<file path="src/rtl/hazard_unit_pkg.sv">
// Shared constants for the hazard/forwarding unit: register-index width,
// the never-forwarded PC index and the operand forward-select encodings.
package hazard_unit_pkg;

  localparam int REG_W = 4;

  typedef logic [REG_W-1:0] regIdx_t;

  localparam regIdx_t PC_REG = 4'd15;

  localparam logic [2:0] FWD_RF    = 3'b000;
  localparam logic [2:0] FWD_ALUM  = 3'b010;
  localparam logic [2:0] FWD_ALU2M = 3'b011;
  localparam logic [2:0] FWD_RESW  = 3'b001;
  localparam logic [2:0] FWD_RES2W = 3'b100;

  function automatic logic regMatch(input regIdx_t src, input regIdx_t dst, input logic wrEn);
    return wrEn && (src == dst);
  endfunction

endpackage

</file>
<file path="src/rtl/hazard_unit_fwd_sel.sv">
// Priority forward select for one E-stage source register: newest producer
// (M) beats older (W), primary destination beats the long-multiply high word.
module fwd_sel
  import hazard_unit_pkg::*;
(
  input  logic [REG_W-1:0] raE,
  input  logic [REG_W-1:0] wa3M,
  input  logic [REG_W-1:0] wa4M,
  input  logic [REG_W-1:0] wa3W,
  input  logic [REG_W-1:0] wa4W,
  input  logic             regWriteM,
  input  logic             regWrite2M,
  input  logic             regWriteW,
  input  logic             regWrite2W,
  output logic [2:0]       fwd
);

  always_comb begin
    fwd = FWD_RF;
    // The PC is read through its own path, so it never takes a bypass.
    if (raE != PC_REG) begin
      if      (regMatch(raE, wa3M, regWriteM))  fwd = FWD_ALUM;
      else if (regMatch(raE, wa4M, regWrite2M)) fwd = FWD_ALU2M;
      else if (regMatch(raE, wa3W, regWriteW))  fwd = FWD_RESW;
      else if (regMatch(raE, wa4W, regWrite2W)) fwd = FWD_RES2W;
    end
  end

endmodule

</file>
<file path="src/rtl/hazard_unit.sv">
// Hazard detection and forwarding for the 5-stage core: register-address
// pipeline, load-use/PC-write stalls and flushes, saturating event counters.
module hazard_unit
  import hazard_unit_pkg::*;
#(
  parameter int CNT_W = 16
) (
  input  logic             clk,
  input  logic             reset,
  input  logic [REG_W-1:0] RA1D,
  input  logic [REG_W-1:0] RA2D,
  input  logic [REG_W-1:0] RA3D,
  input  logic [REG_W-1:0] WA3D,
  input  logic [REG_W-1:0] WA4D,
  input  logic             MemToRegE,
  input  logic             BranchTakenE,
  input  logic             PCSrcD,
  input  logic             PCSrcE,
  input  logic             PCSrcM,
  input  logic             PCSrcW,
  input  logic             RegWriteM,
  input  logic             RegWriteW,
  input  logic             RegWrite2M,
  input  logic             RegWrite2W,
  output logic [2:0]       ForwardAE,
  output logic [2:0]       ForwardBE,
  output logic [2:0]       ForwardCE,
  output logic             StallF,
  output logic             StallD,
  output logic             FlushD,
  output logic             FlushE,
  output logic [CNT_W-1:0] StallCount,
  output logic [CNT_W-1:0] FlushCount
);

  localparam int NUM_OPS = 3;

  logic [REG_W-1:0] RA1E, RA2E, RA3E, WA3E, WA4E;
  logic [REG_W-1:0] WA3M, WA4M, WA3W, WA4W;
  logic ldrStall, pcWrPending;

  logic [NUM_OPS-1:0][REG_W-1:0] raE;
  logic [NUM_OPS-1:0][2:0]       fwdE;

  // D->E: a flushed slot carries PC_REG so it can never match anything.
  always_ff @(posedge clk or posedge reset) begin
    if (reset) begin
      RA1E <= PC_REG;
      RA2E <= PC_REG;
      RA3E <= PC_REG;
      WA3E <= PC_REG;
      WA4E <= PC_REG;
    end else if (FlushE) begin
      RA1E <= PC_REG;
      RA2E <= PC_REG;
      RA3E <= PC_REG;
      WA3E <= PC_REG;
      WA4E <= PC_REG;
    end else begin
      RA1E <= RA1D;
      RA2E <= RA2D;
      RA3E <= RA3D;
      WA3E <= WA3D;
      WA4E <= WA4D;
    end
  end

  always_ff @(posedge clk or posedge reset) begin
    if (reset) begin
      WA3M <= PC_REG;
      WA4M <= PC_REG;
      WA3W <= PC_REG;
      WA4W <= PC_REG;
    end else begin
      WA3M <= WA3E;
      WA4M <= WA4E;
      WA3W <= WA3M;
      WA4W <= WA4M;
    end
  end

  assign raE = {RA3E, RA2E, RA1E};

  for (genvar i = 0; i < NUM_OPS; i++) begin : gOp
    fwd_sel uFwd (
      .raE        (raE[i]),
      .wa3M       (WA3M),
      .wa4M       (WA4M),
      .wa3W       (WA3W),
      .wa4W       (WA4W),
      .regWriteM  (RegWriteM),
      .regWrite2M (RegWrite2M),
      .regWriteW  (RegWriteW),
      .regWrite2W (RegWrite2W),
      .fwd        (fwdE[i])
    );
  end

  assign ForwardAE = fwdE[0];
  assign ForwardBE = fwdE[1];
  assign ForwardCE = fwdE[2];

  assign ldrStall = MemToRegE && (WA3E != PC_REG) &&
                    ((RA1D == WA3E) || (RA2D == WA3E) || (RA3D == WA3E));
  assign pcWrPending = PCSrcD || PCSrcE || PCSrcM;

  // A taken branch alongside a load-use stall still flushes D, discarding
  // the instruction that the stall holds.
  assign StallF = ldrStall || pcWrPending;
  assign StallD = ldrStall;
  assign FlushD = pcWrPending || PCSrcW || BranchTakenE;
  assign FlushE = ldrStall || BranchTakenE;

  always_ff @(posedge clk or posedge reset) begin
    if (reset) begin
      StallCount <= '0;
      FlushCount <= '0;
    end else begin
      if (StallD && (StallCount != '1)) StallCount <= StallCount + 1'b1;
      if (FlushE && (FlushCount != '1)) FlushCount <= FlushCount + 1'b1;
    end
  end

endmodule

</file>
<file path="config.mk">
export PLATFORM = sky130hd
export DESIGN_NAME = hazard_unit
export DESIGN_NICKNAME = d
export VERILOG_FILES = /design/src/rtl/hazard_unit_pkg.sv /design/src/rtl/hazard_unit_fwd_sel.sv /design/src/rtl/hazard_unit.sv
export SDC_FILE = /design/constraint.sdc
export NUM_CORES = 1
export LEC_CHECK = 0
export ABC_AREA = 1
export ABC_CLOCK_PERIOD_IN_PS = 2200
export CAP_MARGIN = 25
export CELL_PAD_IN_SITES_DETAIL_PLACEMENT = 1
export CELL_PAD_IN_SITES_GLOBAL_PLACEMENT = 2
export CORE_ASPECT_RATIO = 1.25
export CORE_UTILIZATION = 30
export CTS_CLUSTER_SIZE = 12
export DETAILED_ROUTE_END_ITERATION = 7
export GPL_ROUTABILITY_DRIVEN = 1
export GPL_TIMING_DRIVEN = 0
export PLACE_DENSITY_LB_ADDON = 0.08
export SYNTH_ARGS = -nofsm -noshare
export SYNTH_HDL_FRONTEND = slang
export SYNTH_SLANG_ARGS = --single-unit
export TNS_END_PERCENT = 20
</file>
<file path="constraint.sdc">
create_clock -name clk -period 2.2 [get_ports clk]
set_input_delay 0.22 -clock clk [delete_from_list [all_inputs] [get_ports clk]]
set_output_delay 0.22 -clock clk [all_outputs]
set_load 0.005 [all_outputs]
</file>
### After elaboration in Yosys (flattened, before gate mapping)

Index checks and enable logic that the tools add are counted.

* register bits: 68
* input port bits: 32
* output and inout port bits: 45
* logic and storage cells: 78

* $add $sub $neg: 2
* equal/unequal tests: 21
* multiplexer cells: 20
* reductions and logical operators: 24

Operator list (number)
* == test 4 bit: 15
* two-way mux 3 bit: 15
* adder 16 x 1 -> 16 bit (second input constant): 2
* != test 16 bit (second input constant): 2
* two-way mux 4 bit: 5
* logical AND 1 bit: 16
* != test 4 bit (second input constant): 4
* logical OR 1 bit: 8

### Depth between registers and ports, before layout

Gate-level depths: netlist (run 1).

* word-level depth: 7
* gate-level depth with buffers: 12
* gate-level depth less buffers: 11

### Cells and area by module

Synthesis (run 1) repeated with hierarchy kept, for this count alone.

* cells, all modules: 673
* area total of the unflattened synthesis: 4496.8 um^2

By module, submodules not included
* hazard_unit: times used 1, cells each 385, area each 3261.9 um^2, sequential area each 1746.7 um^2
* fwd_sel: times used 3, cells each 96, area each 411.6 um^2, sequential area each 0.0 um^2

### Worst setup path before layout (run 1)

OpenSTA, ideal clock, no wires.

* kind: reg2reg
* from: register StallCount[0]
* to: register StallCount[2]
* library setup time: 0.117 ns
* arrival time: 1.605 ns
* required time: 2.083 ns
* path slack: 0.478 ns
* stages on the path, launching flop included: 10
* buffers on the path: 1
* clock period less this slack: 1.722 ns
* cell sequence: dfrtp_1 -> ha_1 -> nand2_2 -> nor3_4 -> nand3_2 -> nor2_4 -> nand3_4 -> buf_2 -> nand3_1 -> nand2_1

* longest elaborated chain between the ends: 2
* elaborated cells on any way between the ends: 3
* those cells by class: add/sub: 1; eq/ne: 1; reduce/logical: 1

RTL lines
* start, declared: RTL line hazard_unit.sv:32 `output logic [CNT_W-1:0] StallCount,`
* start signal, assigned: RTL line hazard_unit.sv:119 `if (StallD && (StallCount != '1)) StallCount <= StallCount + 1'b1;`
* parallel branches: the longest is 2 deep, another holds adder 16 x 1 -> 16 bit

Several ways; the timed one is not identified.
A chain may end at the register's enable or synchronous reset.

### Worst setup path after layout (run 1)

* from: register RA2E[0]
* to: output port ForwardBE[1]

* longest elaborated chain between the ends: 6
* elaborated cells on any way between the ends: 11
* those cells by class: eq/ne: 4; mux: 4; reduce/logical: 3

RTL lines
* start, declared: RTL line hazard_unit.sv:38 `logic [REG_W-1:0] RA1E, RA2E, RA3E, WA3E, WA4E;`
* start signal, assigned: RTL line hazard_unit.sv:49 `RA2E <= PC_REG;`
* start signal, assigned: RTL line hazard_unit.sv:55 `RA2E <= PC_REG;`
* start signal, assigned: RTL line hazard_unit.sv:61 `RA2E <= RA2D;`
* == test 4 bit: RTL line hazard_unit_pkg.sv:18 `return wrEn && (src == dst);`
* logical AND 1 bit: RTL line hazard_unit_pkg.sv:18
* two-way mux 3 bit: RTL line hazard_unit_fwd_sel.sv:24 `else if (regMatch(raE, wa3W, regWriteW)) fwd = FWD_RESW;`
* two-way mux 3 bit: RTL line hazard_unit_fwd_sel.sv:23 `else if (regMatch(raE, wa4M, regWrite2M)) fwd = FWD_ALU2M;`
* two-way mux 3 bit: RTL line hazard_unit_fwd_sel.sv:22 `if (regMatch(raE, wa3M, regWriteM)) fwd = FWD_ALUM;`
* two-way mux 3 bit (*): RTL line hazard_unit_fwd_sel.sv:21 `if (raE != PC_REG) begin`
* end, declared: RTL line hazard_unit.sv:26 `output logic [2:0] ForwardBE,`

Mark *: on every way between the ends. The rest lies on a longest branch, timed or not.

==> run metrics, run 1 <==
Final Non-Filler Cells=around 800; Top Ports=77; max-slew violation count=0; launch point of the worst path=RA2E[0]$_DFF_PP1_; top layer in use=met4; clock net sink count=~70; launch instance of the worst min-delay path=WA4E[1]$_DFF_PP1_; clock-pin slew of the registers on the worst-case setup and hold paths=approximately 0.060 ns; outcome=finished with violations; H-tree lvl count=3; crit path max-delay cell type=sky130_fd_sc_hd__dfstp_2; effective utilization at floorplan=between 30% and 40%; detailed-router iteration count before antenna repair=4; area of the die=approximately 14000 µm²; YS warnings=0; DRC errors left=0; CP Max Fanout=5; MaxCap Viol Count=0; Area Overhead vs Synth=38.4%; die boundary height=131 µm; worst-case register-to-register setup slack=0.07 ns; Clock Latency Late Sink=0.33 ns; root buf cell=sky130_fd_sc_hd__clkbuf_16; sequential element share of the synthesized area=a little over two fifths; average detailed-routed wire length per instance=about 15 µm; worst min path class=flip-flop to flip-flop; Simple-Gate Fraction of Synth Area=between 30% and 40%; routed length on met3=431 µm; Vias per Instance=4.77; met2 WL=6620 µm; number of synthesized flops with an enable pin=0; parity-gate share of the synthesized area counting xor and xnor cells=between 10% and 20%; Total Power Consumption=around 3.8 mW; complex-gate fraction of the synthesized area=between 5 and 6%; number of core rows=46; cell area after synthesis=about 4000 µm²; failing checks=negative setup slack; total inserted antenna cells=0; final worst path period share=104%; worst relative slew slack=43.2%; Nets=around 670; highest achievable clock rate=0.437 GHz; data required time at the worst endpoint=between 1.5 and 2 ns; final-report hold violation count=0; maximum number of pins on one net before global-route repair=69; synthesized instance count=528; HPWL after detailed placement=9290 µm; main flop type after synthesis=sky130_fd_sc_hd__dfstp_2; total of hold buffers inserted after clock tree synthesis=0; cell chain of the critical path=buf_4, o22ai_1, a21oi_1, nand3_1, o21ai_0, and2_1, clkdlybuf4s50_1; core outline area=12900 µm²; Netlist cell types=36; number of setup violations in the final report=2; post-synthesis async set-or-reset flop share=100%; highest ir drop seen on vdd=between 0.3 and 0.4 mV; CTS Buffer Depth=2; destination of the worst register-to-register timing path=RA3E[2]$_DFF_PP1_; final routed wirelength across all metal layers=between 10000 and 15000 µm; number of DRC markers after the initial detailed-route iteration=76; crit start category=flip-flop; Seq cells post-synth=a little under 70; count of buffers from port buffering=76; Post-Route Hold Slack=0.355 ns; initial antenna violation count=0; number of CTS-inserted buffers=9; Die Width=approximately 110 µm; worst setup path category=flip-flop to output port; CTS tree=yes; routability-driven placement congestion ratio=0.845; number of global-route vias before repair=~4000; net count of the mapped netlist=about 560; share of final-layout standard cells stronger than drive strength 1=approximately 18%; path depth of the worst reg2reg path=13; GR Overflow Total=0; final critical-path setup slack=-0.0901 ns; number of placed instances with taps included=between 700 and 800; number of vias after detailed routing=about 3800; static leakage power=approximately 2.7 nW; destination of the worst hold path=WA4M[1]$_DFF_PP1_; ANT nets after route=0; crit path time final=around 2.3 ns; multiplexer share of the synthesized area=0%; unrepaired setup endpoints after global routing=yes; largest stage delay on the critical path=0.54 ns; arrival time reported for the critical path endpoint=approximately 2.1 ns; Layout Skew=approximately 0.0083 ns; average size of a mapped cell=7.61 µm²; GRT Resource Usage Total=between 10% and 20%; type of element capturing the critical path=output port; post-synthesis adder-cell area fraction=less than 1%; Post-Route Setup TNS=-0.118 ns; power per unit of standard cell area=approximately 680 nW/µm²; Slew @ Worst Pin=~0.85 ns; post-route met1 wirelength=5050 µm; largest family of logic cells by synthesized area=simple AND/OR/NAND/NOR gates; global-route wire length before repair=around 20000 µm; launch point of the worst reg-to-reg path=WA3E[3]$_DFF_PP1_; worst hold path stage count=0
how the worst max path moves through the flow:
stage                                 endpoint  slack (ns)  cells past startpoint
floorplan            FlushCount[0]$_DFFE_PP0P_        0.33                      1
global placement    FlushCount[13]$_DFFE_PP0P_       -0.93                      2
detailed placement                      StallD       -0.53                     11
CTS                               ForwardAE[2]       -0.24                      6
global route                      ForwardBE[1]       -0.18                      7
finish                            ForwardBE[1]       -0.09                      7
where the power goes:
part           internal (mW)  switching [mW]
combinational          0.444           0.403
sequential              1.40           0.184
clock                  0.827           0.533
timing repair:
| action | CTS | global route |
|---|---|---|
| pin swaps | 11 | 9 |
| gates resized for setup | 35 | 19 |
| setup endpoints to repair | 12 | 36 |
| setup buffers | 12 | 12 |
cell usage after synthesis, types with 2 or more instances:
cell                       instances  share of area, %
sky130_fd_sc_hd__nand2_1         171                16
sky130_fd_sc_hd__nand3_1          51               6.3
sky130_fd_sc_hd__inv_1            45               4.2
sky130_fd_sc_hd__nor2_1           45               4.2
sky130_fd_sc_hd__dfstp_2          36                24
sky130_fd_sc_hd__dfrtp_1          32                20
sky130_fd_sc_hd__xor2_1           27               5.9
sky130_fd_sc_hd__xnor2_1          20               4.4
sky130_fd_sc_hd__nor3_1           11               1.4
sky130_fd_sc_hd__o21ai_0          10               1.2
sky130_fd_sc_hd__inv_2             9              0.84
sky130_fd_sc_hd__o22ai_1           8               1.2
sky130_fd_sc_hd__or2_1             8               1.2
sky130_fd_sc_hd__a21oi_1           7              0.87
sky130_fd_sc_hd__clkbuf_1          7              0.65
sky130_fd_sc_hd__nand4_1           5              0.78
sky130_fd_sc_hd__o211ai_1          5              0.93
sky130_fd_sc_hd__buf_2             4              0.50
sky130_fd_sc_hd__and2_1            3              0.47
sky130_fd_sc_hd__nand2_2           3              0.47
sky130_fd_sc_hd__nand3b_1          3              0.56
sky130_fd_sc_hd__ha_1              2              0.62
sky130_fd_sc_hd__nor4_1            2              0.31
sky130_fd_sc_hd__o21ai_1           2              0.25
sequential cells by signal, indices dropped and copies added, names as in the netlist:
name	count
RA2E	4
WA4M	4
RA3E	4
WA3E	4
FlushCount	16
WA3M	4
WA4E	4
StallCount	16
WA3W	4
WA4W	4
RA1E	4
critical path: cells and delay by family (launching register included):
family | cells | cell delay, ns
AOI/OAI and AO/OA | 3 | 0.28
buffers and inverters | 2 | 0.64
and+or+nand+nor | 2 | 0.28
DFF | 1 | 0.54
layer usage:
layer	track usage (%)	vias up
met2	35.0	78
met3	3.57	23
met5	0	-
met4	6.64	0
li1	-	1883
met1	21.5	1858
cells in the final DEF, fill, tap and decap left out, types with 3 or more instances in the layout:
cell / count
sky130_fd_sc_hd__inv_2: 9
sky130_fd_sc_hd__buf_2: 3
sky130_fd_sc_hd__nand3_2: 3
sky130_fd_sc_hd__inv_1: 43
sky130_fd_sc_hd__xor2_1: 27
sky130_fd_sc_hd__clkbuf_1: 4
sky130_fd_sc_hd__xnor2_1: 20
sky130_fd_sc_hd__o21ai_0: 7
sky130_fd_sc_hd__buf_4: 19
sky130_fd_sc_hd__nand3_1: 49
sky130_fd_sc_hd__nand3b_1: 3
sky130_fd_sc_hd__clkinv_2: 3
sky130_fd_sc_hd__nor2_2: 4
sky130_fd_sc_hd__o21ai_1: 4
sky130_fd_sc_hd__dfrtp_1: 32
sky130_fd_sc_hd__buf_6: 6
sky130_fd_sc_hd__nand2_4: 4
sky130_fd_sc_hd__clkdlybuf4s50_1: 65
sky130_fd_sc_hd__o211ai_1: 5
sky130_fd_sc_hd__dlymetal6s2s_1: 6
sky130_fd_sc_hd__nand4_1: 5
sky130_fd_sc_hd__nor2_1: 40
sky130_fd_sc_hd__nor3_1: 10
sky130_fd_sc_hd__clkbuf_16: 10
sky130_fd_sc_hd__nand2_1: 167
sky130_fd_sc_hd__a21oi_1: 5
sky130_fd_sc_hd__o22ai_1: 8
sky130_fd_sc_hd__or2_1: 8
sky130_fd_sc_hd__and2_1: 3
sky130_fd_sc_hd__nand2_2: 4
sky130_fd_sc_hd__dfstp_2: 36
stage by stage:
stage	util, %	setup WS, ns	cell area (µm²)
6_report	43.2	-0.0901	5570
3_3_place_gp	38.7	-0.928	4990
2_1_floorplan	-	0.328	4020
3_5_place_dp	38.7	-0.528	4990
4_1_cts	42.0	-0.237	5420
5_1_grt	43.2	-0.182	5570
cell type report:
class / count / area (µm²)
plain buffers: 7 / 51.3
clock buffers: 12 / 258
clock inverters: 4 / 21.3
fillers: 1578 / 7330
inverters: 54 / 213
multi-input cells: 393 / 2090
flip-flops and latches: 68 / 1750
well taps: 168 / 210
repair buffers: 100 / 975
kinds of logic after synthesis:
family / Yosys count
and+or+nand+nor: 309
DFF: 68
buffers and inverters: 67
xor gates and xnor gates: 47
AOI/OAI and AO/OA: 35
adders and majority gates: 2
Note: power is estimated with default switching activity, not from simulation.
==> inputs of run 2 (changes only) <==
- HOLD_SLACK_MARGIN: unset -> 0.02
==> results of run 2 <==
No change in the layout: final DEF, timing and power equal those of run 1.
